**config.mk**
```make
export PLATFORM = sky130hd
export DESIGN_NAME = seq_alu_acc_flat
export DESIGN_NICKNAME = d
export VERILOG_FILES = /design/src/rtl/seq_alu_acc_if.sv /design/src/rtl/seq_alu_acc.sv /design/src/flat_wrapper.sv
export SDC_FILE = /design/constraint.sdc
export NUM_CORES = 1
export LEC_CHECK = 0
export CELL_PAD_IN_SITES_DETAIL_PLACEMENT = 0
export CELL_PAD_IN_SITES_GLOBAL_PLACEMENT = 1
export CORE_UTILIZATION = 41
export CTS_BUF_LIST = sky130_fd_sc_hd__clkbuf_8 sky130_fd_sc_hd__clkbuf_16
export DETAILED_ROUTE_END_ITERATION = 8
export HOLD_SLACK_MARGIN = 0.08
export PLACE_DENSITY_LB_ADDON = 0.1
export REMOVE_ABC_BUFFERS = 1
export SETUP_SLACK_MARGIN = 0.2
export SYNTH_ARGS = -nofsm -noshare
export SYNTH_HDL_FRONTEND = slang
export SYNTH_SLANG_ARGS = --single-unit
```
**constraint.sdc**
```tcl
create_clock -name clk -period 3.3 [get_ports clk]
set_input_delay 0.33 -clock clk [delete_from_list [all_inputs] [get_ports clk]]
set_output_delay 0.33 -clock clk [all_outputs]
set_load 0.02 [all_outputs]
```
**src/rtl/seq_alu_acc_if.sv**
```systemverilog
// Valid/ready operand and result bundle between the operand stage,
// the sequential ALU and the result bus.
interface seq_alu_acc_if #(
  parameter int WIDTH = 16
);
  logic             in_valid;
  logic             in_ready;
  logic [3:0]       op;
  logic             a_sel;
  logic [WIDTH-1:0] a;
  logic [WIDTH-1:0] b;
  logic             out_valid;
  logic             out_ready;
  logic [WIDTH-1:0] result;
  logic             flag_z;
  logic             flag_c;
  logic             flag_e;
  logic [WIDTH-1:0] acc;

  modport master (
    output in_valid, op, a_sel, a, b, out_ready,
    input  in_ready, out_valid, result, flag_z, flag_c, flag_e, acc
  );

  modport slave (
    input  in_valid, op, a_sel, a, b, out_ready,
    output in_ready, out_valid, result, flag_z, flag_c, flag_e, acc
  );
endinterface

```
**src/rtl/seq_alu_acc.sv**
```systemverilog
// Registered ALU with accumulator: single-cycle logic/arith ops plus iterative
// shift-add multiply and restoring divide, behind valid/ready handshakes.
module seq_alu_acc #(
  parameter int WIDTH = 16,
  parameter int SHW   = 5
) (
  input  logic         clk,
  input  logic         rst,
  seq_alu_acc_if.slave bus
);

  localparam int CW = $clog2(WIDTH);

  typedef enum logic [1:0] {
    IDLE,
    CALC,
    DONE
  } state_t;

  typedef enum logic [3:0] {
    OP_ADD  = 4'd0,
    OP_SUB  = 4'd1,
    OP_AND  = 4'd2,
    OP_NAND = 4'd3,
    OP_OR   = 4'd4,
    OP_NOR  = 4'd5,
    OP_XOR  = 4'd6,
    OP_XNOR = 4'd7,
    OP_SHL  = 4'd8,
    OP_SHR  = 4'd9,
    OP_MUL  = 4'd10,
    OP_DIV  = 4'd11,
    OP_REM  = 4'd12,
    OP_PASS = 4'd13,
    OP_CLR  = 4'd14,
    OP_RSV  = 4'd15
  } op_t;

  state_t           state_q;
  op_t              calcOp_q;
  logic [WIDTH-1:0] result_q;
  logic [WIDTH-1:0] acc_q;
  logic [WIDTH-1:0] shiftA_q;
  logic [WIDTH-1:0] shiftB_q;
  logic [WIDTH:0]   work_q;
  logic [CW-1:0]    count_q;
  logic             flagZ_q;
  logic             flagC_q;
  logic             flagE_q;

  op_t              opIn;
  logic [WIDTH-1:0] opA;
  logic [WIDTH-1:0] opB;
  logic [SHW-1:0]   shAmt;
  logic [WIDTH:0]   sumExt;
  logic [WIDTH-1:0] quickRes;
  logic             quickC;
  logic             quickE;
  logic             isIter;

  always_comb begin
    opIn     = op_t'(bus.op);
    opA      = bus.a_sel ? acc_q : bus.a;
    opB      = bus.b;
    shAmt    = opB[SHW-1:0];
    sumExt   = {1'b0, opA} + {1'b0, opB};
    quickRes = '0;
    quickC   = 1'b0;
    quickE   = 1'b0;
    isIter   = 1'b0;
    case (opIn)
      OP_ADD: begin
        quickRes = sumExt[WIDTH-1:0];
        quickC   = sumExt[WIDTH];
      end
      OP_SUB: begin
        quickRes = opA - opB;
        quickC   = (opA < opB);
      end
      OP_AND:  quickRes = opA & opB;
      OP_NAND: quickRes = ~(opA & opB);
      OP_OR:   quickRes = opA | opB;
      OP_NOR:  quickRes = ~(opA | opB);
      OP_XOR:  quickRes = opA ^ opB;
      OP_XNOR: quickRes = ~(opA ^ opB);
      OP_SHL:  quickRes = opA << shAmt;
      OP_SHR:  quickRes = opA >> shAmt;
      // A zero B short-circuits the iterative ops straight to DONE
      OP_MUL:  isIter = (opB != '0);
      OP_DIV: begin
        if (opB == '0) begin
          quickRes = '1;
          quickE   = 1'b1;
        end else begin
          isIter = 1'b1;
        end
      end
      OP_REM: begin
        if (opB == '0) begin
          quickRes = opA;
          quickE   = 1'b1;
        end else begin
          isIter = 1'b1;
        end
      end
      OP_PASS: quickRes = opA;
      OP_CLR:  quickRes = '0;
      default: quickE = 1'b1;
    endcase
  end

  // MUL: work = partial product, shiftA = multiplicand, shiftB = multiplier.
  // DIV/REM: work = partial remainder, shiftA = dividend -> quotient, shiftB = divisor.
  logic [WIDTH:0]   remShift;
  logic [WIDTH:0]   remSub;
  logic [WIDTH:0]   iterWork;
  logic [WIDTH-1:0] iterA;
  logic [WIDTH-1:0] iterB;
  logic [WIDTH-1:0] calcRes;

  always_comb begin
    iterWork = work_q;
    iterA    = shiftA_q;
    iterB    = shiftB_q;
    remShift = {work_q[WIDTH-1:0], shiftA_q[WIDTH-1]};
    remSub   = remShift - {1'b0, shiftB_q};
    if (calcOp_q == OP_MUL) begin
      if (shiftB_q[0]) begin
        iterWork = {1'b0, work_q[WIDTH-1:0] + shiftA_q};
      end
      iterA = shiftA_q << 1;
      iterB = shiftB_q >> 1;
    end else begin
      if (remShift >= {1'b0, shiftB_q}) begin
        iterWork = remSub;
        iterA    = {shiftA_q[WIDTH-2:0], 1'b1};
      end else begin
        iterWork = remShift;
        iterA    = {shiftA_q[WIDTH-2:0], 1'b0};
      end
    end
    calcRes = (calcOp_q == OP_DIV) ? iterA : iterWork[WIDTH-1:0];
  end

  always_ff @(posedge clk or posedge rst) begin
    if (rst) begin
      state_q  <= IDLE;
      calcOp_q <= OP_ADD;
      result_q <= '0;
      acc_q    <= '0;
      shiftA_q <= '0;
      shiftB_q <= '0;
      work_q   <= '0;
      count_q  <= '0;
      flagZ_q  <= 1'b0;
      flagC_q  <= 1'b0;
      flagE_q  <= 1'b0;
    end else begin
      case (state_q)
        IDLE: begin
          if (bus.in_valid) begin
            if (isIter) begin
              state_q  <= CALC;
              calcOp_q <= opIn;
              work_q   <= '0;
              shiftA_q <= opA;
              shiftB_q <= opB;
              count_q  <= '0;
            end else begin
              state_q  <= DONE;
              result_q <= quickRes;
              flagZ_q  <= (quickRes == '0);
              flagC_q  <= quickC;
              flagE_q  <= quickE;
              if (opIn != OP_RSV) begin
                acc_q <= quickRes;
              end
            end
          end
        end
        CALC: begin
          work_q   <= iterWork;
          shiftA_q <= iterA;
          shiftB_q <= iterB;
          count_q  <= count_q + CW'(1);
          // The last iteration's combinational result is registered directly
          if (count_q == CW'(WIDTH - 1)) begin
            state_q  <= DONE;
            result_q <= calcRes;
            acc_q    <= calcRes;
            flagZ_q  <= (calcRes == '0);
            flagC_q  <= 1'b0;
            flagE_q  <= 1'b0;
          end
        end
        DONE: begin
          if (bus.out_ready) begin
            state_q <= IDLE;
          end
        end
        default: state_q <= IDLE;
      endcase
    end
  end

  assign bus.in_ready  = (state_q == IDLE) & ~rst;
  assign bus.out_valid = (state_q == DONE);
  assign bus.result    = result_q;
  assign bus.flag_z    = flagZ_q;
  assign bus.flag_c    = flagC_q;
  assign bus.flag_e    = flagE_q;
  assign bus.acc       = acc_q;

endmodule

```
**src/flat_wrapper.sv**
```systemverilog
// flat-port wrapper written by rule: the top's interface ports become plain ports
module seq_alu_acc_flat 
#(
  parameter int WIDTH = 16,
  parameter int SHW   = 5
)
  (clk, rst, bus_in_valid, bus_op, bus_a_sel, bus_a, bus_b, bus_out_ready, bus_in_ready, bus_out_valid, bus_result, bus_flag_z, bus_flag_c, bus_flag_e, bus_acc);
  seq_alu_acc_if #(.WIDTH(WIDTH)) bus_i ();
  input  logic clk;
  input  logic rst;
  input wire logic [$bits(bus_i.in_valid)-1:0] bus_in_valid;
  input wire logic [$bits(bus_i.op)-1:0] bus_op;
  input wire logic [$bits(bus_i.a_sel)-1:0] bus_a_sel;
  input wire logic [$bits(bus_i.a)-1:0] bus_a;
  input wire logic [$bits(bus_i.b)-1:0] bus_b;
  input wire logic [$bits(bus_i.out_ready)-1:0] bus_out_ready;
  output wire logic [$bits(bus_i.in_ready)-1:0] bus_in_ready;
  output wire logic [$bits(bus_i.out_valid)-1:0] bus_out_valid;
  output wire logic [$bits(bus_i.result)-1:0] bus_result;
  output wire logic [$bits(bus_i.flag_z)-1:0] bus_flag_z;
  output wire logic [$bits(bus_i.flag_c)-1:0] bus_flag_c;
  output wire logic [$bits(bus_i.flag_e)-1:0] bus_flag_e;
  output wire logic [$bits(bus_i.acc)-1:0] bus_acc;
  assign bus_i.in_valid = bus_in_valid;
  assign bus_i.op = bus_op;
  assign bus_i.a_sel = bus_a_sel;
  assign bus_i.a = bus_a;
  assign bus_i.b = bus_b;
  assign bus_i.out_ready = bus_out_ready;
  assign bus_in_ready = bus_i.in_ready;
  assign bus_out_valid = bus_i.out_valid;
  assign bus_result = bus_i.result;
  assign bus_flag_z = bus_i.flag_z;
  assign bus_flag_c = bus_i.flag_c;
  assign bus_flag_e = bus_i.flag_e;
  assign bus_acc = bus_i.acc;
  seq_alu_acc #(.WIDTH(WIDTH), .SHW(SHW)) u_core (.clk(clk), .rst(rst), .bus(bus_i));
endmodule
```
; ---- Word-level counts from Yosys, hierarchy flattened
; Index checks and enable logic that the tools add are counted.
[totals]
regBits = 93
latch_bits = 0
ram_bits = 0
mem_bits_ro = 0
inputBits = 41
memories = 0
[classes]
add_sub_neg = 5
multipliers = 0
div = 0
order_cmp = 2
n_eq_ne = 27
n_shift = 2
n_mux = 52
bitwise = 8
n_reduce_logical = 15
[op_table]
columns = operator, n
row1 = two-way mux 16 bit, 20
row2 = one-hot mux 16 bit (13 select lines), 1
row3 = one-hot mux 16 bit (2 select lines), 5
row4 = zero test 16 bit, 3
row5 = inverter 16 bit, 3
row6 = "== test 4 bit, second input constant", 10
row7 = subtractor 16 bit, 2
row8 = adder 16 x 16 -> 17 bit, 1
row9 = >= comparator 17 x 16 -> 1 bit, 1
row10 = adder 16 bit, 1
row11 = bitwise AND 16 bit, 1
row12 = "== test 4 x 3 -> 1 bit, second input constant", 4
row13 = < comparator 16 bit, 1
row14 = OR 16 bit, 1
row15 = nonzero test 16 bit, 1
row16 = << shifter 16 x 5 -> 16 bit, 1
row17 = right shift 16 x 5 -> 16 bit, 1
row18 = bitwise XOR 16 bit, 1
row19 = OR reduction 13 bit, 1
row20 = two-way mux 1 bit, 12
row21 = one-hot mux 1 bit (2 select lines), 6
row22 = AND reduction 3 bit, 3
row23 = "== test 4 x 2 -> 1 bit, second input constant", 2
row24 = two-way mux 2 bit, 4
row25 = other kinds (18), 25

; ---- Logic depth before layout (Yosys ltp)
[depth]
depth_word = 8
ltp_mapped = 17

; ---- Worst setup path after synthesis
; Ideal clock, no wire load.
[synth_timing]
kind = input port to flip-flop
start = input bus_a_sel
end = register u_core.flagZ_q (netlist: u_core.bus.flag_z)
setup_time_ns = 0.076
arrival_ns = 3.515
setup_slack_ns = -0.292
path_stages = 15
path_buffers = 2
path_cell_list = buf_6 -> buf_12 -> mux2i_1 -> inv_1 -> ha_1 -> fa_1 -> mux4_2 -> mux2i_1 -> o211ai_1 -> nor4_2 -> and4bb_1 -> nand4_1 -> nor4_1 -> a41oi_1 -> o21ai_1
[synth_via]
elab_chain_len = 8
elab_cells_between_ends = 17
classes_between = add/sub: 2 / shift: 2 / mux: 6 / bitwise: 6 / reduce/logical: 1
[synth_lines]
columns = element, line_no
row1 = from (decl), flat_wrapper.sv:13  ; input wire logic [$bits(bus_i.a_sel)-1:0] bus_a_sel;
row2 = two-way mux 16 bit *, seq_alu_acc.sv:63  ; opA = bus.a_sel ? acc_q : bus.a;
row3 = branches (longest 2 deep; another with subtractor 16 bit), --
row4 = one-hot mux 16 bit (13 select lines) *, seq_alu_acc.sv:71  ; case (opIn)
row5 = zero test 16 bit *, seq_alu_acc.sv:172  ; flagZ_q <= (quickRes == '0);
row6 = two-way mux 1 bit *, seq_alu_acc.sv:162  ; if (isIter) begin
row7 = two-way mux 1 bit *, seq_alu_acc.sv:161  ; if (bus.in_valid) begin
row8 = one-hot mux 1 bit (2 select lines) *, seq_alu_acc.sv:159  ; case (state_q)
row9 = to (signal assigned), seq_alu_acc.sv:172
row10 = to (signal assigned), seq_alu_acc.sv:191  ; flagZ_q <= (calcRes == '0);
row11 = to (decl), seq_alu_acc.sv:47  ; logic flagZ_q;
; Mark *: on every way between the ends. The select of a mux whose other input is x is not followed.
; A chain may end at the register's enable or synchronous reset.

; ---- Worst setup path after layout
[layout_timing]
start = register u_core.acc_q[2] (netlist: u_core.bus.acc[2])
end = register u_core.flagZ_q (netlist: u_core.bus.flag_z)
[layout_via]
elab_chain_len = 8
elab_cells_between_ends = 17
classes_between = add/sub: 2 / shift: 2 / mux: 6 / bitwise: 6 / reduce/logical: 1
[layout_lines]
columns = element, line_no
row1 = from (decl), seq_alu_acc.sv:42  ; logic [WIDTH-1:0] acc_q;
row2 = from (signal assigned), seq_alu_acc.sv:176  ; acc_q <= quickRes;
row3 = from (signal assigned), seq_alu_acc.sv:190  ; acc_q <= calcRes;
row4 = two-way mux 16 bit *, seq_alu_acc.sv:63
row5 = branches (longest 2 deep; another with subtractor 16 bit), --
row6 = one-hot mux 16 bit (13 select lines) *, seq_alu_acc.sv:71
row7 = zero test 16 bit *, seq_alu_acc.sv:172
row8 = two-way mux 1 bit *, seq_alu_acc.sv:162
row9 = two-way mux 1 bit *, seq_alu_acc.sv:161
row10 = one-hot mux 1 bit (2 select lines) *, seq_alu_acc.sv:159
; Marked as above.

==> qor.yml <==
critical_path:
  critPathCaptureType: "register"
  worstPathArrival_ns: 3.66
  path_class: "register to register"
  cp_cell_sequence: "mux2i_2, inv_2, ha_4, nor2b_4, o31ai_4, nand4_1, a311oi_4, nor2_1, o21bai_1, mux2_4, a211oi_4, buf_4, a41oi_2, o21ai_2"
  critPathMaxStageDelay_ns: 0.41
  cp_slowest_cell: "dfrtp_1"
  worst_ep_required_time_ns: 3.60
  cp_max_fo: 4
  startpoint_type: "register"
global_routing:
  grt_max_degree: 67
  antenna_found_initial: 1
  gr-usage-all-layers_pct: 37.4
  grt_pass1_wl_um: 80000
  grt_overflow_total: 0
  grt_pass1_vias: 13273
clock_tree:
  ctsHoldBuffers: 0
  clockBufferDepth: 2
  cts_sinks: 93
  htree_levels: 3
  clock_latency_ns: 0.37
  cts_root_buffer: "clkbuf_16"
  cts_tree: "built"
  cts_buffers: 9
  clkSlewWorstSetupHoldPaths_ns: 0.09
logic_synthesis:
  netlist_instances: 1453
  avgSynthCellArea_um2: 7.81
  synth.distinct_cells: 103
  synth_ff_type: "dfrtp_1"
  synth-seq-cells: 93
  seq_area_frac_synth_pct: 20.5
  synthesis.area_mm2: 0.0113
  synth_edf_count: 0
  yosys_warnings: 0
  ys_async_sr_fraction_pct: 100
sta:
  fin_tns_setup_ns: -0.159
  rsz0062_at_grt: "yes"
  min_period_over_period_pct: 102
  finalSetupViolCount: 3
  finalCriticalPeriod_ns: 3.36
  worstMarginPinSlew_ns: 0.776
  skew_ns: 0.0185
  relSlewSlack_pct: 48.2
  slew_violations: 0
  hold_violations: 0
  setup_ws_ns: -0.0593
  max_freq_ghz: 0.298
floorplan:
  start_util_pct: 42.0
  die-area_mm2: 0.0283
  die_h_um: 168
  io_pins: 78
  die_w_um: 168
  core_mm2: 0.0270
  rows: 60
detailed_routing:
  post_drt_wl_per_cell_um: 23.6
  ant_nets: 0
  num_vias: 13784
  drt_iter0_markers: 1178
  wl_um: 53400
  drt_first_pass_iters: 5
  drcViolationCount: 0
  vias_per_cell: 6.08
placed_design:
  pre_cts_slack_ns: -1.20
  io_buffers: 77
  gp_congestion: 1.04
  dp_hpwl_um: 41200
  placed_cell_area_mm2: 0.0155
status:
  violations: "setup timing"
  status: "finished, violations left"
power_and_ir_drop:
  power.density_mw_per_mm2: 871
  p_leak_nw: 8.02
  vdd_drop_max_mv: 0.411
layout:
  fill_cells: 2390
  drive_gt1_share_pct: 38.8
  syn_to_final_growth_pct: 54.0
  antenna_cells: 0
  design_area_mm2: 0.0175
  nets: 2051
worst_hold_path:
  hold_class: "primary input to asynchronous set/reset pin"
flow_run:
  drv_cap: 0
## power breakdown
group | internal, mW | switching (mW)
Sequential | 1.64 | 0.498
Combinational | 5.69 | 6.22
Clock | 0.608 | 0.560
Total | 7.94 | 7.28
## sequential cells by signal (all words and copies together) (netlist names)
name,count
u_core.bus.acc,16
u_core.bus.result,16
u_core.shiftA_q,16
u_core.shiftB_q,16
u_core.work_q,16
u_core.calcOp_q,4
u_core.count_q,4
u_core.state_q,2
u_core.bus.flag_c,1
u_core.bus.flag_e,1
u_core.bus.flag_z,1
## placed cells by master (no fill, tap or decap), types with 31 or more instances in the layout
master	instances
a21o_1	33
a21oi_1	77
buf_4	454
clkdlybuf4s50_1	68
dfrtp_1	86
ha_1	56
inv_1	60
nand2_1	161
nand3_1	45
nor2_1	106
nor3_1	36
o21ai_0	75
xnor2_1	31
## path summary, 6_finish.rpt
path | startpoint | end | slack, ns | cells after the start
min reg2reg | u_core.bus.result[1] | u_core.bus.result[1] | 0.49 | 2
max reg2reg | u_core.bus.acc[2] | u_core.bus.flag_z | -0.06 | 14
min | rst | u_core.bus.result[6] | 0.32 | 2
min in group clk | u_core.bus.result[1] | u_core.bus.result[1] | 0.49 | 2
max in group asynchronous | rst | u_core.work_q[1] | 2.21 | 3
max | u_core.bus.acc[2] | u_core.bus.flag_z | -0.06 | 14
## cells by family after synthesis
family                   Yosys count  share of synthesized area [%]
AO/OA/AOI/OAI                    457                           27.1
XOR/XNOR                          54                           4.17
adder cells (fa/ha/maj)           88                           9.97
buffers and inverters            179                           6.73
flip-flops                        93                           20.5
multiplexers                      74                           9.62
AND/OR/NAND/NOR                  508                           21.9
## per-layer routing
layer,vias up,wire [um],global-route usage (%)
li1,6313,-,-
met1,6672,21400,47.0
met2,636,24900,62.0
met3,163,3500,4.54
met4,0,3610,21.1
met5,-,0,0
## timing repair
item	in CTS	in global routing
setup buffers	30	19
pin swaps	71	66
resized for setup	170	109
setup endpoints to repair	33	35
## cells in the mapped netlist (12+ instances only)
library cell,n,area [um^2]
xnor2_1,34,298
ha_1,84,1050
dfrtp_1,93,2330
nand2b_1,20,125
a21o_1,33,248
xor2_1,20,175
o21ai_0,94,470
a31oi_1,34,213
buf_2,16,80.1
mux4_2,13,293
a21oi_1,92,460
o211ai_1,25,188
o22ai_1,12,75.1
a22oi_1,14,105
nand3_1,50,250
nor2b_1,18,113
nor2_1,113,424
mux2i_1,31,310
a211oi_1,35,263
and3_1,16,100
nand2_1,165,619
clkbuf_1,72,270
nor3_1,44,220
inv_1,67,251
## stage by stage
step	util (%)	instances	hold WS, ns	total power [mW]
floorplan	-	1351	0.435	7.07
global placement	57.2	2203	0.461	12.1
detailed placement	57.2	2203	0.463	12.1
CTS	62.1	2249	0.327	14.4
global route	64.6	2268	0.369	16.1
finish	64.6	2268	0.323	15.2
## area by class of cell
type	instances	area (um^2)	area share [%]
multi-input cells	1181	9480	54.3
repair buffers	560	4610	26.4
flip-flops and latches	93	2340	13.4
well taps	341	427	2.44
inverters	77	299	1.71
clock buffers	9	225	1.29
clock inverters	7	85.1	0.487
## worst max-delay path, delay by kind of cell (launching register included)
family	cells	cell delay (ns)
flip-flops	1	0.41
AND/OR/NAND/NOR	3	0.38
adder cells (fa/ha/maj)	1	0.31
AO/OA/AOI/OAI	6	1.33
multiplexers	2	0.56
buffers and inverters	2	0.31
(Power assumes the default switching activity.)
